==> config.mk <==
export PLATFORM = sky130hd
export DESIGN_NAME = dac_pulse_former_flat
export DESIGN_NICKNAME = d
export VERILOG_FILES = /design/src/rtl/ising_config_pkg.sv /design/src/rtl/dac_pulse_former_if.sv /design/src/rtl/gpio_reg_write.sv /design/src/rtl/dac_pulse_former.sv /design/src/flat_wrapper.sv
export SDC_FILE = /design/constraint.sdc
export NUM_CORES = 1
export LEC_CHECK = 0
export ABC_AREA = 1
export CAP_MARGIN = 0
export CORE_AREA = 5 5 172 174
export CTS_BUF_LIST = sky130_fd_sc_hd__clkbuf_16
export DETAILED_ROUTE_END_ITERATION = 8
export DIE_AREA = 0 0 177 179
export PLACE_DENSITY_LB_ADDON = 0.05
export SLEW_MARGIN = 10
export SYNTH_ARGS = -nofsm -noshare
export SYNTH_HDL_FRONTEND = slang
export SYNTH_HIERARCHICAL = 1
export SYNTH_SLANG_ARGS = --single-unit
==> constraint.sdc <==
create_clock -name clk -period 3.7 [get_ports clk]
set_input_delay 0.74 -clock clk [delete_from_list [all_inputs] [get_ports clk]]
set_output_delay 0.74 -clock clk [all_outputs]
set_load 0.005 [all_outputs]
==> src/rtl/ising_config_pkg.sv <==
// Shared constants for GPIO-configured Ising signal-chain stages: lane geometry,
// GPIO bus field positions and the default register map.
package ising_config;

  localparam int NUM_LANES  = 16;
  localparam int LANE_W     = 16;
  localparam int DAC_WORD_W = 256;

  localparam int GPIO_ADDR_LSB = 0;
  localparam int GPIO_DATA_LSB = 16;
  localparam int GPIO_WCLK_BIT = 24;

  localparam logic [15:0] DEF_ADDR_START  = 16'd5;
  localparam logic [15:0] DEF_ADDR_LEN    = 16'd6;
  localparam logic [15:0] DEF_ADDR_PER_LO = 16'd7;
  localparam logic [15:0] DEF_ADDR_PER_HI = 16'd8;
  localparam logic [15:0] DEF_ADDR_CTRL   = 16'd9;

  localparam logic [3:0]  RST_START = 4'd7;
  localparam logic [4:0]  RST_LEN   = 5'd8;
  localparam logic [15:0] RST_PER   = 16'd1;

  // Lanes start..start+len-1, clipped at the top lane; the window never wraps.
  function automatic logic [NUM_LANES-1:0] lane_mask(input logic [3:0] start,
                                                     input logic [4:0] len);
    logic [NUM_LANES-1:0] mask;
    logic [5:0] lo;
    logic [5:0] hi;
    lo   = {2'b00, start};
    hi   = lo + ((len > 5'd16) ? 6'd16 : {1'b0, len});
    mask = '0;
    for (int k = 0; k < NUM_LANES; k++)
      mask[k] = (6'(k) >= lo) && (6'(k) < hi);
    return mask;
  endfunction

endpackage

==> src/rtl/dac_pulse_former_if.sv <==
// Amplitude stream in, DAC sample words out. The master side is the upstream
// source/observer; the slave side is the pulse former itself.
interface dac_pulse_former_if;
  import ising_config::*;

  logic [LANE_W-1:0]     amp_in;
  logic                  amp_in_valid;
  logic                  amp_in_ready;
  logic [DAC_WORD_W-1:0] fsm_val_out;
  logic                  fsm_out_valid;
  logic                  sym_strobe;

  modport master (output amp_in, amp_in_valid,
                  input  amp_in_ready, fsm_val_out, fsm_out_valid, sym_strobe);
  modport slave  (input  amp_in, amp_in_valid,
                  output amp_in_ready, fsm_val_out, fsm_out_valid, sym_strobe);
endinterface

==> src/rtl/gpio_reg_write.sv <==
// GPIO write front end: synchronises the w_clk strobe and emits a single-cycle
// wr_en on its rising edge, with address/data taken straight from the bus.
module gpio_reg_write
  import ising_config::*;
(
  input  logic        clk,
  input  logic        rst,
  input  logic [31:0] gpio_in,
  output logic        wr_en,
  output logic [15:0] wr_addr,
  output logic [7:0]  wr_data
);

  logic [2:0] wclk_sync;
  logic       unused_gpio_hi;

  always_ff @(posedge clk or negedge rst) begin
    if (!rst) wclk_sync <= '0;
    else      wclk_sync <= {wclk_sync[1:0], gpio_in[GPIO_WCLK_BIT]};
  end

  // Address/data are held stable by the bus master while the strobe is high.
  assign wr_en          = wclk_sync[1] & ~wclk_sync[2];
  assign wr_addr        = gpio_in[GPIO_ADDR_LSB +: 16];
  assign wr_data        = gpio_in[GPIO_DATA_LSB +: 8];
  assign unused_gpio_hi = ^gpio_in[31:25];

endmodule

==> src/rtl/dac_pulse_former.sv <==
// Turns an amplitude stream into 16-lane DAC words: one windowed pulse word per
// symbol period followed by zero gap words; shape/timing set over GPIO.
module dac_pulse_former
  import ising_config::*;
#(
  parameter logic [15:0] ADDR_START  = DEF_ADDR_START,
  parameter logic [15:0] ADDR_LEN    = DEF_ADDR_LEN,
  parameter logic [15:0] ADDR_PER_LO = DEF_ADDR_PER_LO,
  parameter logic [15:0] ADDR_PER_HI = DEF_ADDR_PER_HI,
  parameter logic [15:0] ADDR_CTRL   = DEF_ADDR_CTRL
) (
  input  logic                clk,
  input  logic                rst,
  input  logic [31:0]         gpio_in,
  dac_pulse_former_if.slave   pf,
  output logic [15:0]         underrun_cnt
);

  logic        wr_en;
  logic [15:0] wr_addr;
  logic [7:0]  wr_data;

  logic [3:0]  start_r, sh_start, sym_start;
  logic [4:0]  len_r, sh_len, sym_len;
  logic [7:0]  per_lo, per_hi;
  logic [15:0] sh_per, peff, sym_per;
  logic [15:0] cnt;
  logic        en_r, slot, xfer, clr;
  logic [NUM_LANES-1:0]  mask;
  logic [DAC_WORD_W-1:0] pulse_word;

  gpio_reg_write u_gpio (
    .clk     (clk),
    .rst     (rst),
    .gpio_in (gpio_in),
    .wr_en   (wr_en),
    .wr_addr (wr_addr),
    .wr_data (wr_data)
  );

  assign clr = wr_en && (wr_addr == ADDR_CTRL) && wr_data[1];

  always_ff @(posedge clk or negedge rst) begin
    if (!rst) begin
      start_r <= RST_START;
      len_r   <= RST_LEN;
      per_lo  <= RST_PER[7:0];
      per_hi  <= RST_PER[15:8];
      en_r    <= 1'b0;
    end else if (wr_en) begin
      case (wr_addr)
        ADDR_START:  start_r <= wr_data[3:0];
        ADDR_LEN:    len_r   <= wr_data[4:0];
        ADDR_PER_LO: per_lo  <= wr_data;
        ADDR_PER_HI: per_hi  <= wr_data;
        ADDR_CTRL:   en_r    <= wr_data[0];
        default: ;
      endcase
    end
  end

  // On the slot cycle the live registers are the ones being latched into the
  // shadows, so the pulse and the wrap point already use the new symbol's values.
  always_comb begin
    peff      = ({per_hi, per_lo} == 16'd0) ? 16'd1 : {per_hi, per_lo};
    slot      = en_r && (cnt == 16'd0);
    xfer      = slot && pf.amp_in_valid;
    sym_per   = (cnt == 16'd0) ? peff    : sh_per;
    sym_start = (cnt == 16'd0) ? start_r : sh_start;
    sym_len   = (cnt == 16'd0) ? len_r   : sh_len;
    mask      = lane_mask(sym_start, sym_len);
    pulse_word = '0;
    for (int k = 0; k < NUM_LANES; k++)
      if (xfer && mask[k]) pulse_word[k*LANE_W +: LANE_W] = pf.amp_in;
  end

  assign pf.amp_in_ready = slot;

  always_ff @(posedge clk or negedge rst) begin
    if (!rst) begin
      cnt      <= '0;
      sh_start <= RST_START;
      sh_len   <= RST_LEN;
      sh_per   <= RST_PER;
    end else begin
      if (!en_r)                         cnt <= '0;
      else if (cnt == sym_per - 16'd1)   cnt <= '0;
      else                               cnt <= cnt + 16'd1;
      if (slot) begin
        sh_start <= start_r;
        sh_len   <= len_r;
        sh_per   <= peff;
      end
    end
  end

  always_ff @(posedge clk or negedge rst) begin
    if (!rst) begin
      pf.fsm_val_out   <= '0;
      pf.fsm_out_valid <= 1'b0;
      pf.sym_strobe    <= 1'b0;
      underrun_cnt     <= '0;
    end else begin
      pf.fsm_val_out   <= pulse_word;
      pf.fsm_out_valid <= en_r;
      pf.sym_strobe    <= slot;
      // A clear landing together with an underrun slot leaves the count at zero.
      if (clr)
        underrun_cnt <= '0;
      else if (slot && !pf.amp_in_valid && (underrun_cnt != 16'hFFFF))
        underrun_cnt <= underrun_cnt + 16'd1;
    end
  end

endmodule

==> src/flat_wrapper.sv <==
// flat-port wrapper written by rule: the top's interface ports become plain ports
module dac_pulse_former_flat import ising_config::*;
#(
  parameter logic [15:0] ADDR_START  = DEF_ADDR_START,
  parameter logic [15:0] ADDR_LEN    = DEF_ADDR_LEN,
  parameter logic [15:0] ADDR_PER_LO = DEF_ADDR_PER_LO,
  parameter logic [15:0] ADDR_PER_HI = DEF_ADDR_PER_HI,
  parameter logic [15:0] ADDR_CTRL   = DEF_ADDR_CTRL
)
  (clk, rst, gpio_in, underrun_cnt, pf_amp_in, pf_amp_in_valid, pf_amp_in_ready, pf_fsm_val_out, pf_fsm_out_valid, pf_sym_strobe);
  dac_pulse_former_if pf_i ();
  input  logic clk;
  input  logic rst;
  input  logic [31:0] gpio_in;
  output logic [15:0] underrun_cnt;
  input wire logic [$bits(pf_i.amp_in)-1:0] pf_amp_in;
  input wire logic [$bits(pf_i.amp_in_valid)-1:0] pf_amp_in_valid;
  output wire logic [$bits(pf_i.amp_in_ready)-1:0] pf_amp_in_ready;
  output wire logic [$bits(pf_i.fsm_val_out)-1:0] pf_fsm_val_out;
  output wire logic [$bits(pf_i.fsm_out_valid)-1:0] pf_fsm_out_valid;
  output wire logic [$bits(pf_i.sym_strobe)-1:0] pf_sym_strobe;
  assign pf_i.amp_in = pf_amp_in;
  assign pf_i.amp_in_valid = pf_amp_in_valid;
  assign pf_amp_in_ready = pf_i.amp_in_ready;
  assign pf_fsm_val_out = pf_i.fsm_val_out;
  assign pf_fsm_out_valid = pf_i.fsm_out_valid;
  assign pf_sym_strobe = pf_i.sym_strobe;
  dac_pulse_former #(.ADDR_START(ADDR_START), .ADDR_LEN(ADDR_LEN), .ADDR_PER_LO(ADDR_PER_LO), .ADDR_PER_HI(ADDR_PER_HI), .ADDR_CTRL(ADDR_CTRL)) u_core (.clk(clk), .rst(rst), .gpio_in(gpio_in), .pf(pf_i), .underrun_cnt(underrun_cnt));
endmodule
==> impl_metrics.toml <==
[hold_path]
hold_class = "input pin to asynchronous set/reset pin"

[global_route]
grt_usage = 0.249
antenna_found_initial = 0
globalRouteOverflowTotal = 0
grt_max_degree = 82
grt_pass1_vias = 10500
grt_pass1_wl_mm = 61.0

[floorplan]
die_h_um = 179
die_w_um = 177
num_rows = 61
initial_core_util = 0.497
die_area_sq_um = 31700
coreArea_sq_um = 27600
pin_count = 326

[placement]
hpwl_mm = 28.6
port-buffer-count = 318
place.gp.congestion = 0.890

[clock_tree]
root_buffer = "clkbuf_16"
insertion_delay_ns = 0.52
clockBufferDepth = 3
clk_pin_slew_ns = 0.06
cts_tree = "built"
cts.sink_count = 344
htreeDepth = 2
cts_buffers = 37

[synth]
syn_area_sq_um = 13700
synth_seq_area_share = 0.627
netlist_top_cells_area = "dfrtp_1 61%, nor2_1 9.5%, nand2_1 7.2%"
ys_ff_latch = 344
yosysTopAreaCell = "dfrtp_1"
ys_types = 47
synth_edf_count = 0
synthesis.nets = 1516
ys.warnings.count = 6
synth_area_per_cell_sq_um = 9.44
ys.flop_type = "dfrtp_1"
synth-async-reset-ratio = 1.00
synth_top_area_frac = 0.608
synthCells = 1456

[layout]
utilization = 0.675
final_nets = 1841
drive_above_1_share = 0.0904
area_growth_pct = 35.7
antenna_cells = 0

[sta]
slew_headroom = 0.452
tightest_slew_ns = 0.821
drv_slew = 0
min_period_ns = 3.45
setup_viol = 0
max_freq_mhz = 290
tns_ns = 0
hold_violations = 0
period_share = 0.933
clock_skew_ns = 0.0132

[critical_path]
reg2reg_to = "u_core/pf.fsm_val_out[168]$_DFF_PN0_"
reg2reg_slack_ns = 0.25
ff2ff_path_depth = 25
crit_fanout = 8
cp-end-kind = "flip-flop"
crit_type = "flip-flop to flip-flop"
r2r-start = "u_core/cnt[1]$_DFF_PN0_"
startpoint_type = "flip-flop"
crit_required_ns = 4.06
crit_arrival_ns = 3.81

[detailed_routing]
vias = 10600
drtAntennaViolNets = 0
dr.pass1.iters = 7
drtIter0Drc = 734
wl_per_cell_um = 18.2
drc = 0
drt-total-wl_mm = 39.7
via_per_inst = 4.86

[pwr]
p_leak_nw = 9.37
vdd_drop_max_v = 0.000355
p_per_area_nw_per_um2 = 399

[outcome]
outcome = "finished, final reports clean"

[job]
cap_violations = 0
==> metal layers <==
metal | vias up | GRT usage | wire length (um)
met1 | 5083 | 0.313 | 16000
met5 | - | 0 | 0
li1 | 5143 | - | -
met3 | 60 | 0.0580 | 2840
met4 | 0 | 0.0674 | 1000
met2 | 328 | 0.436 | 19900
==> Yosys cell counts, types with 2 or more instances <==
cell,n
nand3_1,55
dfrtp_1,334
nor3b_1,6
a31oi_1,2
buf_2,14
o21ai_0,62
ha_1,8
a21oi_1,19
o21bai_1,2
nand4_1,12
a211oi_1,3
nor2_1,346
o22ai_1,2
nor4_1,5
dfstp_2,10
nor3_1,29
nor2_8,3
inv_1,131
inv_2,10
o21ai_2,5
buf_6,3
xor2_1,14
nand2_2,4
o211ai_2,4
nor2_4,3
nand2_1,264
xnor2_1,4
o21ai_1,3
nand3b_1,14
nor2_2,15
buf_4,30
clkbuf_1,25
==> layout make-up <==
type | instances | area [sq um]
multi-input cells | 897 | 4200
inverters | 142 | 536
repair buffers | 359 | 3680
fillers | 2208 | 8990
flip-flops and latches | 344 | 8620
clock inverters | 25 | 208
clock buffers | 37 | 926
well taps | 378 | 473
==> worst max-delay path, cell delays in order (launching register included) <==
cell,delay (ns)
dfrtp_1,0.41
inv_2,0.07
ha_1,0.16
inv_1,0.04
nor2_1,0.11
nand2_2,0.10
nor2_8,0.16
nand2_8,0.07
inv_2,0.07
a21oi_1,0.07
inv_1,0.05
nor2_1,0.04
ha_2,0.18
fa_1,0.38
nand2_1,0.07
inv_1,0.05
o21ai_2,0.13
o21bai_1,0.09
inv_1,0.06
nand2_2,0.09
inv_2,0.10
nand3_2,0.10
buf_4,0.18
o211ai_4,0.27
clkbuf_16,0.22
nor2_1,0.04
==> logic make-up after synthesis <==
family | Yosys count | synth area share
compound gates | 108 | 0.0468
xor+xnor | 18 | 0.0115
fa+ha+maj | 9 | 0.00874
buf+inv | 215 | 0.0698
flops | 344 | 0.627
simple gates | 762 | 0.236
==> state kept, by name (all words and copies together) (netlist names) <==
name and count:
u_core/sh_per 16, u_core/per_hi 8, u_core/cnt 16, u_core/len_r 5
u_core/sh_start 4, u_core/pf.sym_strobe 1, u_core/pf.fsm_val_out 256, u_core/en_r 1
u_core/start_r 4, u_core/u_gpio/wclk_sync 3, u_core/pf.fsm_out_valid 1, u_core/per_lo 8
u_core/sh_len 5, u_core/underrun_cnt 16
==> through the flow <==
| step | area (sq um) | total power, W | setup WS [ns] | hold WS [ns] | instances |
|---|---|---|---|---|---|
| floorplan | 13700 | 0.00391 | 0.308 | 0.331 | 1456 |
| global placement | 17400 | 0.00404 | 0.149 | 0.334 | 2117 |
| detailed placement | 17400 | 0.00405 | 0.0384 | 0.336 | 2117 |
| CTS | 18500 | 0.00752 | 0.0255 | 0.235 | 2179 |
| global route | 18600 | 0.00771 | -0.0228 | 0.258 | 2182 |
| finish | 18600 | 0.00744 | 0.247 | 0.219 | 2182 |
==> report_power, final <==
group          switching [W]  total [W]  internal (W)
Sequential       0.000000978    0.00377       0.00377
Clock                0.00144    0.00347       0.00203
Combinational       0.000152   0.000206     0.0000548
==> cell usage in the layout, fill, tap and decap left out, types with 12 or more instances in the layout <==
cell type / synthesis / layout
nand3_1: 55 / 54
nand4_1: 12 / 12
nor2_2: 15 / 17
clkdlybuf4s50_1: 0 / 317
inv_1: 131 / 136
nor2_1: 346 / 344
a21oi_1: 19 / 17
nand2_1: 264 / 262
buf_12: 0 / 13
nand3b_1: 14 / 14
clkbuf_16: 0 / 38
o21ai_0: 62 / 61
nor3_1: 29 / 29
dfrtp_1: 334 / 334
buf_4: 30 / 27
xor2_1: 14 / 14
==> how the worst max path moves through the flow <==
stage | startpoint | to | slack, ns | cells after the start
after detailed placement | u_core/cnt[13]$_DFF_PN0_ | u_core/pf.fsm_val_out[159]$_DFF_PN0_ | 0.04 | 19
after CTS | u_core/cnt[13]$_DFF_PN0_ | u_core/pf.fsm_val_out[159]$_DFF_PN0_ | 0.03 | 19
after global routing | u_core/cnt[1]$_DFF_PN0_ | u_core/cnt[4]$_DFF_PN0_ | -0.02 | 22
final | u_core/cnt[1]$_DFF_PN0_ | u_core/pf.fsm_val_out[168]$_DFF_PN0_ | 0.25 | 25
after floorplan | u_core/cnt[0]$_DFF_PN0_ | u_core/pf.fsm_val_out[10]$_DFF_PN0_ | 0.31 | 22
after global placement | u_core/cnt[13]$_DFF_PN0_ | u_core/pf.fsm_val_out[159]$_DFF_PN0_ | 0.15 | 19
==> timing repair <==
action,4_1_cts,5_1_grt
buffers inserted,0,2
resized for setup,0,14
setup endpoints to repair,0,149
endpoints found under the hold margin,0,0
hold buffers,0,0
(Power assumes the default switching activity.)
